**src/rtl/demo_sequencer.sv**
```systemverilog
// Scene sequencer for the demo: vsync-driven fades, scene timing and beat pulses.
// Define DEMO_SEQUENCER_LOOP_EN to wrap after the last scene instead of ending.
module demo_sequencer #(
  parameter int NUM_SCENES  = 6,
  parameter int FADE_STEP   = 8,
  parameter int SHOW_FRAMES = 240,
  parameter int BEAT_FRAMES = 15
) (
  input  logic       clk,
  input  logic       rst_n,
  input  logic       v_sync,
  input  logic       pause,
  input  logic       skip,
  output logic [2:0] scene,
  output logic [8:0] scene_frame,
  output logic [1:0] fade,
  output logic       beat,
  output logic       frame_tick,
  output logic       done
);

  typedef enum logic [1:0] {
    S_FADE_IN,
    S_SHOW,
    S_FADE_OUT,
    S_END
  } state_t;

  localparam logic [7:0] STEP_LAST  = 8'(FADE_STEP - 1);
  localparam logic [8:0] SHOW_LAST  = 9'(SHOW_FRAMES - 1);
  localparam logic [7:0] BEAT_LAST  = 8'(BEAT_FRAMES - 1);
  localparam logic [2:0] SCENE_LAST = 3'(NUM_SCENES - 1);

  state_t     state;
  state_t     state_nxt;
  logic       vs_q;
  logic       sk_q;
  logic [7:0] step_cnt;
  logic [7:0] step_nxt;
  logic [8:0] show_cnt;
  logic [8:0] show_nxt;
  logic [7:0] beat_cnt;
  logic [7:0] beat_cnt_nxt;
  logic [2:0] scene_nxt;
  logic [8:0] frame_nxt;
  logic [1:0] fade_nxt;
  logic       beat_nxt;
  logic       done_nxt;

  logic       skip_req;
  logic       skip_ok;
  logic       counted;
  logic       step_wrap;
  logic       at_end;
  logic [2:0] scene_adv;

  assign skip_req  = skip & ~sk_q;
  assign skip_ok   = (state == S_FADE_IN) || (state == S_SHOW);
  // A skip that will be acted on swallows a coincident tick.
  assign counted   = frame_tick & ~pause & ~(skip_req & skip_ok);
  assign step_wrap = step_cnt == STEP_LAST;

`ifdef DEMO_SEQUENCER_LOOP_EN
  assign at_end    = 1'b0;
  assign scene_adv = (scene == SCENE_LAST) ? 3'd0 : scene + 3'd1;
`else
  assign at_end    = scene == SCENE_LAST;
  assign scene_adv = scene + 3'd1;
`endif

  always_comb begin
    state_nxt    = state;
    step_nxt     = step_cnt;
    show_nxt     = show_cnt;
    beat_cnt_nxt = beat_cnt;
    scene_nxt    = scene;
    frame_nxt    = scene_frame;
    fade_nxt     = fade;
    beat_nxt     = 1'b0;
    done_nxt     = done;

    if (counted && state != S_END) begin
      if (scene_frame != 9'd511) begin
        frame_nxt = scene_frame + 9'd1;
      end
      if (beat_cnt == BEAT_LAST) begin
        beat_cnt_nxt = '0;
        beat_nxt     = 1'b1;
      end else begin
        beat_cnt_nxt = beat_cnt + 8'd1;
      end
    end

    unique case (state)
      S_FADE_IN: begin
        if (skip_req) begin
          state_nxt = S_FADE_OUT;
          step_nxt  = '0;
        end else if (counted) begin
          if (step_wrap) begin
            step_nxt = '0;
            fade_nxt = fade + 2'd1;
            if (fade == 2'd2) begin
              state_nxt = S_SHOW;
            end
          end else begin
            step_nxt = step_cnt + 8'd1;
          end
        end
      end
      S_SHOW: begin
        if (skip_req) begin
          state_nxt = S_FADE_OUT;
          step_nxt  = '0;
          show_nxt  = '0;
        end else if (counted) begin
          if (show_cnt == SHOW_LAST) begin
            state_nxt = S_FADE_OUT;
            step_nxt  = '0;
            show_nxt  = '0;
          end else begin
            show_nxt = show_cnt + 9'd1;
          end
        end
      end
      S_FADE_OUT: begin
        if (counted) begin
          if (step_wrap) begin
            step_nxt = '0;
            // Level 1 (or 0 after a very early skip) drops to black.
            if (fade <= 2'd1) begin
              fade_nxt = '0;
              if (at_end) begin
                state_nxt = S_END;
                done_nxt  = 1'b1;
              end else begin
                state_nxt    = S_FADE_IN;
                scene_nxt    = scene_adv;
                frame_nxt    = '0;
                beat_cnt_nxt = '0;
              end
            end else begin
              fade_nxt = fade - 2'd1;
            end
          end else begin
            step_nxt = step_cnt + 8'd1;
          end
        end
      end
      S_END: begin
        fade_nxt = '0;
      end
    endcase
  end

  always_ff @(posedge clk or negedge rst_n) begin
    if (!rst_n) begin
      state       <= S_FADE_IN;
      vs_q        <= 1'b1;
      sk_q        <= 1'b1;
      frame_tick  <= 1'b0;
      step_cnt    <= '0;
      show_cnt    <= '0;
      beat_cnt    <= '0;
      scene       <= '0;
      scene_frame <= '0;
      fade        <= '0;
      beat        <= 1'b0;
      done        <= 1'b0;
    end else begin
      vs_q        <= v_sync;
      sk_q        <= skip;
      frame_tick  <= vs_q & ~v_sync;
      state       <= state_nxt;
      step_cnt    <= step_nxt;
      show_cnt    <= show_nxt;
      beat_cnt    <= beat_cnt_nxt;
      scene       <= scene_nxt;
      scene_frame <= frame_nxt;
      fade        <= fade_nxt;
      beat        <= beat_nxt;
      done        <= done_nxt;
    end
  end

endmodule

```
**config.mk**
```make
export PLATFORM = sky130hd
export DESIGN_NAME = demo_sequencer
export DESIGN_NICKNAME = d
export VERILOG_FILES = /design/src/rtl/demo_sequencer.sv
export SDC_FILE = /design/constraint.sdc
export NUM_CORES = 1
export LEC_CHECK = 0
export CAP_MARGIN = 10
export CORE_MARGIN = 5
export CORE_UTILIZATION = 60
export CTS_CLUSTER_SIZE = 25
export DETAILED_ROUTE_END_ITERATION = 10
export MAX_ROUTING_LAYER = met4
export PLACE_DENSITY_LB_ADDON = 0.1
export SKIP_CTS_REPAIR_TIMING = 1
export SLEW_MARGIN = 30
export SYNTH_ARGS = -nofsm -noshare
export SYNTH_HDL_FRONTEND = slang
export SYNTH_SLANG_ARGS = --single-unit
```
**constraint.sdc**
```tcl
create_clock -name clk -period 3.85 [get_ports clk]
set_input_delay 0.77 -clock clk [delete_from_list [all_inputs] [get_ports clk]]
set_output_delay 0.77 -clock clk [all_outputs]
set_load 0.005 [all_outputs]
```
==> impl_metrics.py, run 1 <==
metrics = {
    "outcome": {
        "status": "complete, no violations",
    },
    "clock_network": {
        "cts_max_level": 2,
        "cts-buffers-inserted": 5,
        "clk_path_buf_depth": 2,
        "clkSlewWorstSetupHoldPaths_ns": 0.09,
        "cts.sink_count": 46,
        "clk_latency_ns": 0.30,
        "cts_tree": "yes",
        "cts_root_buffer": "clkbuf_8",
    },
    "global_routing": {
        "grt_overflow": 0,
        "antenna_found_initial": 0,
        "grt_usage": 0.193,
        "grt_pass1_vias": 2060,
        "grt_pass1_wl_mm": 9.25,
        "grt_max_degree": 47,
    },
    "setup_path": {
        "endpoint_kind": "register",
        "critical_path_class": "in -> reg",
        "cp_slowest_cell": "clkdlybuf4s50_1",
        "worst-r2r-cell-count": 7,
        "cpPeakStageDelay_ns": 0.53,
        "worstPathRequired_ns": 4.04,
        "cp.arrival_ns": 2.84,
        "cp.depth": 6,
        "cp_top_family": "simple AND/OR/NAND/NOR gates",
        "crit_chain": "clkdlybuf4s50_1 -> nor2b_1 -> a2bb2oi_1 -> and4_2 -> or2_2 -> a211oi_1",
        "crit_fanout": 13,
        "crit_buf_inv": 1,
        "startpoint_type": "input pin",
    },
    "routing": {
        "avgRoutedWirePerCell_um": 14.9,
        "via_count": 2022,
        "drt_first_iter_violations": 71,
        "dr.pass1.iters": 4,
        "ant_nets": 0,
        "wirelength_mm": 5.12,
        "post-route-drc-count": 0,
        "via_per_inst": 5.90,
    },
    "place": {
        "port_buffers": 21,
        "place_congestion": 0.815,
        "dp_hpwl_mm": 3.67,
    },
    "floorplan": {
        "rows": 24,
        "initial_core_util": 0.610,
        "die_x_um": 76.1,
        "coreArea_um2": 4290,
        "die_h_um": 76.1,
        "pin_count": 22,
        "die_area_um2": 5790,
    },
    "logic_synthesis": {
        "synth_area_um2": 2620,
        "synthAdderAreaFrac": 0.0668,
        "netlist_instances": 269,
        "synth_mux_area_frac": 0.0348,
        "avgSynthCellArea_um2": 9.74,
        "yosysTopAreaCell": "dfrtp_1",
        "synth_xor_area_frac": 0.0568,
        "yosysWarnings": 0,
        "synth_area_leaders": "dfrtp_1 42%, ha_1 6.7%, nor2_1 5.0%",
        "synth-edff-count": 0,
        "yosysUniqueCellTypes": 51,
        "ys_ff_latch": 46,
        "synth_top_area_frac": 0.420,
        "synth-simple-area-share": 0.216,
        "synth_ff_type": "dfrtp_1",
        "async_flop_share": 1.00,
        "synth_compound_area_frac": 0.152,
        "synth-seq-area-share": 0.440,
        "synth_top_family_by_area": "simple AND/OR/NAND/NOR gates",
        "syn_nets": 288,
    },
    "cells_and_area": {
        "multiInputGateArea_um2": 1380,
        "seqCellArea_um2": 1150,
        "nNetsFinal": 309,
        "syn_to_final_growth_pct": 13.4,
        "final_util": 0.692,
        "layout_common_cells": "44 x dfrtp_1, 35 x nor2_1, 20 x clkdlybuf4s50_1",
        "final_common_cell": "dfrtp_1",
        "final_layout_size_suffix_gt1_frac": 0.0859,
        "fillers": 339,
        "insertedDiodeCount": 0,
    },
    "sta": {
        "fmax_mhz": 377,
        "setup_viol": 0,
        "tightest_slew_ns": 0.570,
        "slew-limit-headroom": 0.609,
        "slew_violations": 0,
        "rsz0062_at_grt": "false",
        "clock_skew_ns": 0.00619,
        "hold_viol": 0,
        "period_minus_slack_ns": 2.65,
        "fin_tns_setup_ns": 0,
        "fin_crit_sh": 0.689,
    },
    "job": {
        "maxCapViolCount": 0,
    },
    "worst_hold_path": {
        "hold_path_class": "in -> async",
    },
    "power_and_ir_drop": {
        "p_per_area_nw_per_um2": 295,
        "p_leak_nw": 1.27,
        "max-vdd-ir-drop_v": 0.000225,
    },
}
kinds of logic after synthesis:
family	after synthesis
fa+ha+maj	14
buf+inv	19
simple gates	110
compound gates	54
mux	9
flops	46
xor+xnor	17
cell usage after synthesis, types with 2 or more instances:
library cell and instances:
dfrtp_1 44, and4_1 4, nand2_1 18, nand4_1 8
o31ai_1 3, nor3_1 7, and3_1 5, ha_1 14
nor2b_1 7, nand3_1 13, xor2_1 10, nor2_1 35
a21oi_1 11, inv_1 10, xnor2_1 7, buf_2 4
clkbuf_1 2, o21ai_0 16, nand2b_1 3, buf_4 3
a31oi_1 3, dfstp_2 2, mux2i_1 8, or2_1 2
a211oi_1 3, a32o_1 2
worst reg2reg max path: stages (launching register included):
cell	delay (ns)
dfrtp_1	0.42
inv_1	0.11
ha_1	0.23
or2_1	0.37
a2bb2oi_1	0.19
and4_2	0.38
or2_2	0.38
a211oi_1	0.26
metal layers:
| metal | GRT usage | vias to the layer above | wire length [µm] |
|---|---|---|---|
| met3 | 0.0355 | 6 | 118 |
| met5 | - | - | 0 |
| met4 | 0.0542 | 0 | 60 |
| met1 | 0.237 | 991 | 2370 |
| li1 | - | 999 | - |
| met2 | 0.324 | 26 | 2570 |
path summary, 6_finish.rpt:
check	endpoint	slack, ns	start
worst max-delay path	beat_cnt[1]	1.20	skip
worst min-delay path	step_cnt[4]	0.46	rst_n
worst max register to register	beat_cnt[1]	1.41	state[1]
worst min register to register	done	0.50	done
max in group asynchronous	sk_q	3.01	rst_n
min in group clk	done	0.50	done
stage by stage:
step / cell area, µm² / total power [W] / setup slack, ns / std cells / hold WS (ns)
6_report: 2970 / 0.000877 / 1.20 / 343 / 0.463
5_1_grt: 2970 / 0.000913 / 1.09 / 343 / 0.503
4_1_cts: 2970 / 0.000886 / 1.19 / 343 / 0.480
3_5_place_dp: 2860 / 0.000528 / 0.857 / 335 / 0.485
3_3_place_gp: 2860 / 0.000527 / 1.03 / 335 / 0.475
2_1_floorplan: 2620 / 0.000510 / 1.54 / 269 / 0.446
final cells by class:
type,instances,share of cell area
Clock inverter,3,0.0147
Timing Repair Buffer,23,0.0749
Multi-Input combinational cell,204,0.464
Sequential cell,46,0.388
Clock buffer,5,0.0232
Inverter,10,0.0126
Tap cell,52,0.0219
registers in the layout (all words and copies together) (netlist names):
signal       count
beat             1
frame_tick       1
scene            3
state            2
done             1
fade             2
sk_q             1
step_cnt         8
scene_frame      9
show_cnt         9
vs_q             1
beat_cnt         8
power breakdown:
part | leakage (nW) | total (W) | switching [W] | internal [W]
combinational | 0.598 | 0.0000307 | 0.0000207 | 0.00000993
clock | 0.0585 | 0.000359 | 0.000165 | 0.000195
sequential | 0.617 | 0.000487 | 0.00000132 | 0.000486
total | 1.27 | 0.000877 | 0.000187 | 0.000690
Power figures use the tool's default switching activity.
==> run 2: changes to the inputs <==
- CORE_UTILIZATION: 60 -> 58
- clock period: 3.85 -> 2.5 ns (I/O delays scaled with it)
==> impl_metrics.py, run 2 (synthesized netlist as in run 1, its figures left out) <==
metrics = {
    "global_routing": {
        "grt_usage": 0.198,
        "grt_pass1_vias": 2111,
        "grt_overflow": 0,
        "grt_pass1_wl_mm": 9.61,
        "grt_max_degree": 47,
        "grt_use_met1": 0.239,
        "grtUsageMet2": 0.340,
        "grt.busiest_layer": "met2",
        "antenna_found_initial": 0,
        "gr-usage-met3": 0.0328,
    },
    "floorplan": {
        "initial_core_util": 0.598,
        "die_area_um2": 5960,
        "die_h_um": 77.2,
        "die_x_um": 77.2,
        "coreArea_um2": 4380,
        "pin_count": 22,
        "rows": 24,
    },
    "setup_path": {
        "critical_path_class": "reg -> reg",
        "crit_fanout": 8,
        "worstPathRequired_ns": 2.73,
        "endpoint_kind": "register",
        "startpoint_type": "register",
        "cp.arrival_ns": 2.47,
    },
    "clock_network": {
        "cts_tree": "yes",
        "clkSlewWorstSetupHoldPaths_ns": 0.09,
        "cts-buffers-inserted": 5,
        "cts.sink_count": 46,
        "clk_latency_ns": 0.30,
        "clk_path_buf_depth": 2,
        "cts_max_level": 2,
        "cts_root_buffer": "clkbuf_8",
    },
    "routing": {
        "post-route-drc-count": 0,
        "ant_nets": 0,
        "avgRoutedWirePerCell_um": 15.3,
        "via_count": 2112,
        "dr.pass1.iters": 4,
        "via_per_inst": 5.95,
        "wirelength_mm": 5.45,
        "drt_first_iter_violations": 102,
    },
    "cells_and_area": {
        "layout_common_cells": "44 x dfrtp_1, 35 x nor2_1, 20 x clkdlybuf4s50_1",
        "nNetsFinal": 321,
        "insertedDiodeCount": 0,
        "final_layout_size_suffix_gt1_frac": 0.125,
        "reg_top3": "scene_frame: 9 flops, show_cnt: 9 flops",
        "final_common_cell": "dfrtp_1",
        "fillers": 358,
        "syn_to_final_growth_pct": 16.8,
    },
    "place": {
        "place_congestion": 0.856,
        "post-place-ws_ns": 0.0550,
        "port_buffers": 21,
        "dp_hpwl_mm": 3.87,
    },
    "sta": {
        "tightest_slew_ns": 0.604,
        "clock_skew_ns": 0.0111,
        "hold_viol": 0,
        "rsz0062_at_grt": "false",
        "fmax_mhz": 447,
        "setup_viol": 0,
        "fin_crit_sh": 0.895,
        "fin_tns_setup_ns": 0,
        "period_minus_slack_ns": 2.24,
        "slew-limit-headroom": 0.594,
        "worst_slack_ns": 0.261,
        "hold_slack_ns": 0.272,
        "slew_violations": 0,
    },
    "power_and_ir_drop": {
        "p_leak_nw": 1.33,
        "max-vdd-ir-drop_v": 0.000431,
        "p_per_area_nw_per_um2": 447,
    },
    "worst_hold_path": {
        "hold_path_class": "in -> async",
    },
    "job": {
        "maxCapViolCount": 0,
    },
    "outcome": {
        "status": "complete, no violations",
    },
}
run 2: cell types whose count changed in the layout (fill, tap and decap cells not counted), sizes merged:
cell	previous run	this run
buf	3	15
run 2: layer usage:
metal,share of wire,vias to the layer above
li1,-,1027
met3,0.021,10
met5,0,-
met2,0.53,34
met4,0.013,0
met1,0.44,1041
run 2: report_power, final:
group	internal, W	switching, W	leakage (nW)
Combinational	0.0000210	0.0000337	0.656
Clock	0.000300	0.000263	0.0585
Sequential	0.000748	0.00000164	0.617
Total	0.00107	0.000299	1.33
run 2: metrics by stage:
step | instances | area [µm²] | util | total power (W)
after floorplan | 269 | 2620 | - | 0.000785
after global placement | 347 | 2950 | 0.672 | 0.000819
after detailed placement | 347 | 2950 | 0.672 | 0.000820
after CTS | 355 | 3060 | 0.698 | 0.00138
after global routing | 355 | 3060 | 0.698 | 0.00142
final | 355 | 3060 | 0.698 | 0.00137
run 2: layout make-up:
type,instances,area [µm²],area share
clock inverters,3,43.8,0.0143
repair buffers,35,310,0.101
clock buffers,5,68.8,0.0225
flip-flops and latches,46,1150,0.377
inverters,10,37.5,0.0123
well taps,52,65.1,0.0213
multi-input cells,204,1380,0.452
run 2: critical path, cell delays in order (launching register included):
cell and delay [ns]:
dfrtp_1 0.38, inv_1 0.08, ha_1 0.24, or2_4 0.32, a2111oi_4 0.41, nand3_1 0.15, or4_1 0.51, o21ai_1 0.09
run 2: worst paths after layout:
kind                             start           to  slack [ns]  depth (start not counted)
min in group clk           show_cnt[7]  show_cnt[7]        0.49                          1
hold reg to reg            show_cnt[7]  show_cnt[7]        0.49                          1
setup / recovery              state[1]  step_cnt[7]        0.26                          7
setup reg to reg              state[1]  step_cnt[7]        0.26                          7
hold / removal                   rst_n  step_cnt[2]        0.27                          2
max in group asynchronous        rst_n  show_cnt[1]        1.84                          2
==> run 3: changes to the inputs <==
- SLEW_MARGIN: 30 -> not set
==> results of run 3 <==
The final DEF is identical to that of run 2; final timing and power are the same.
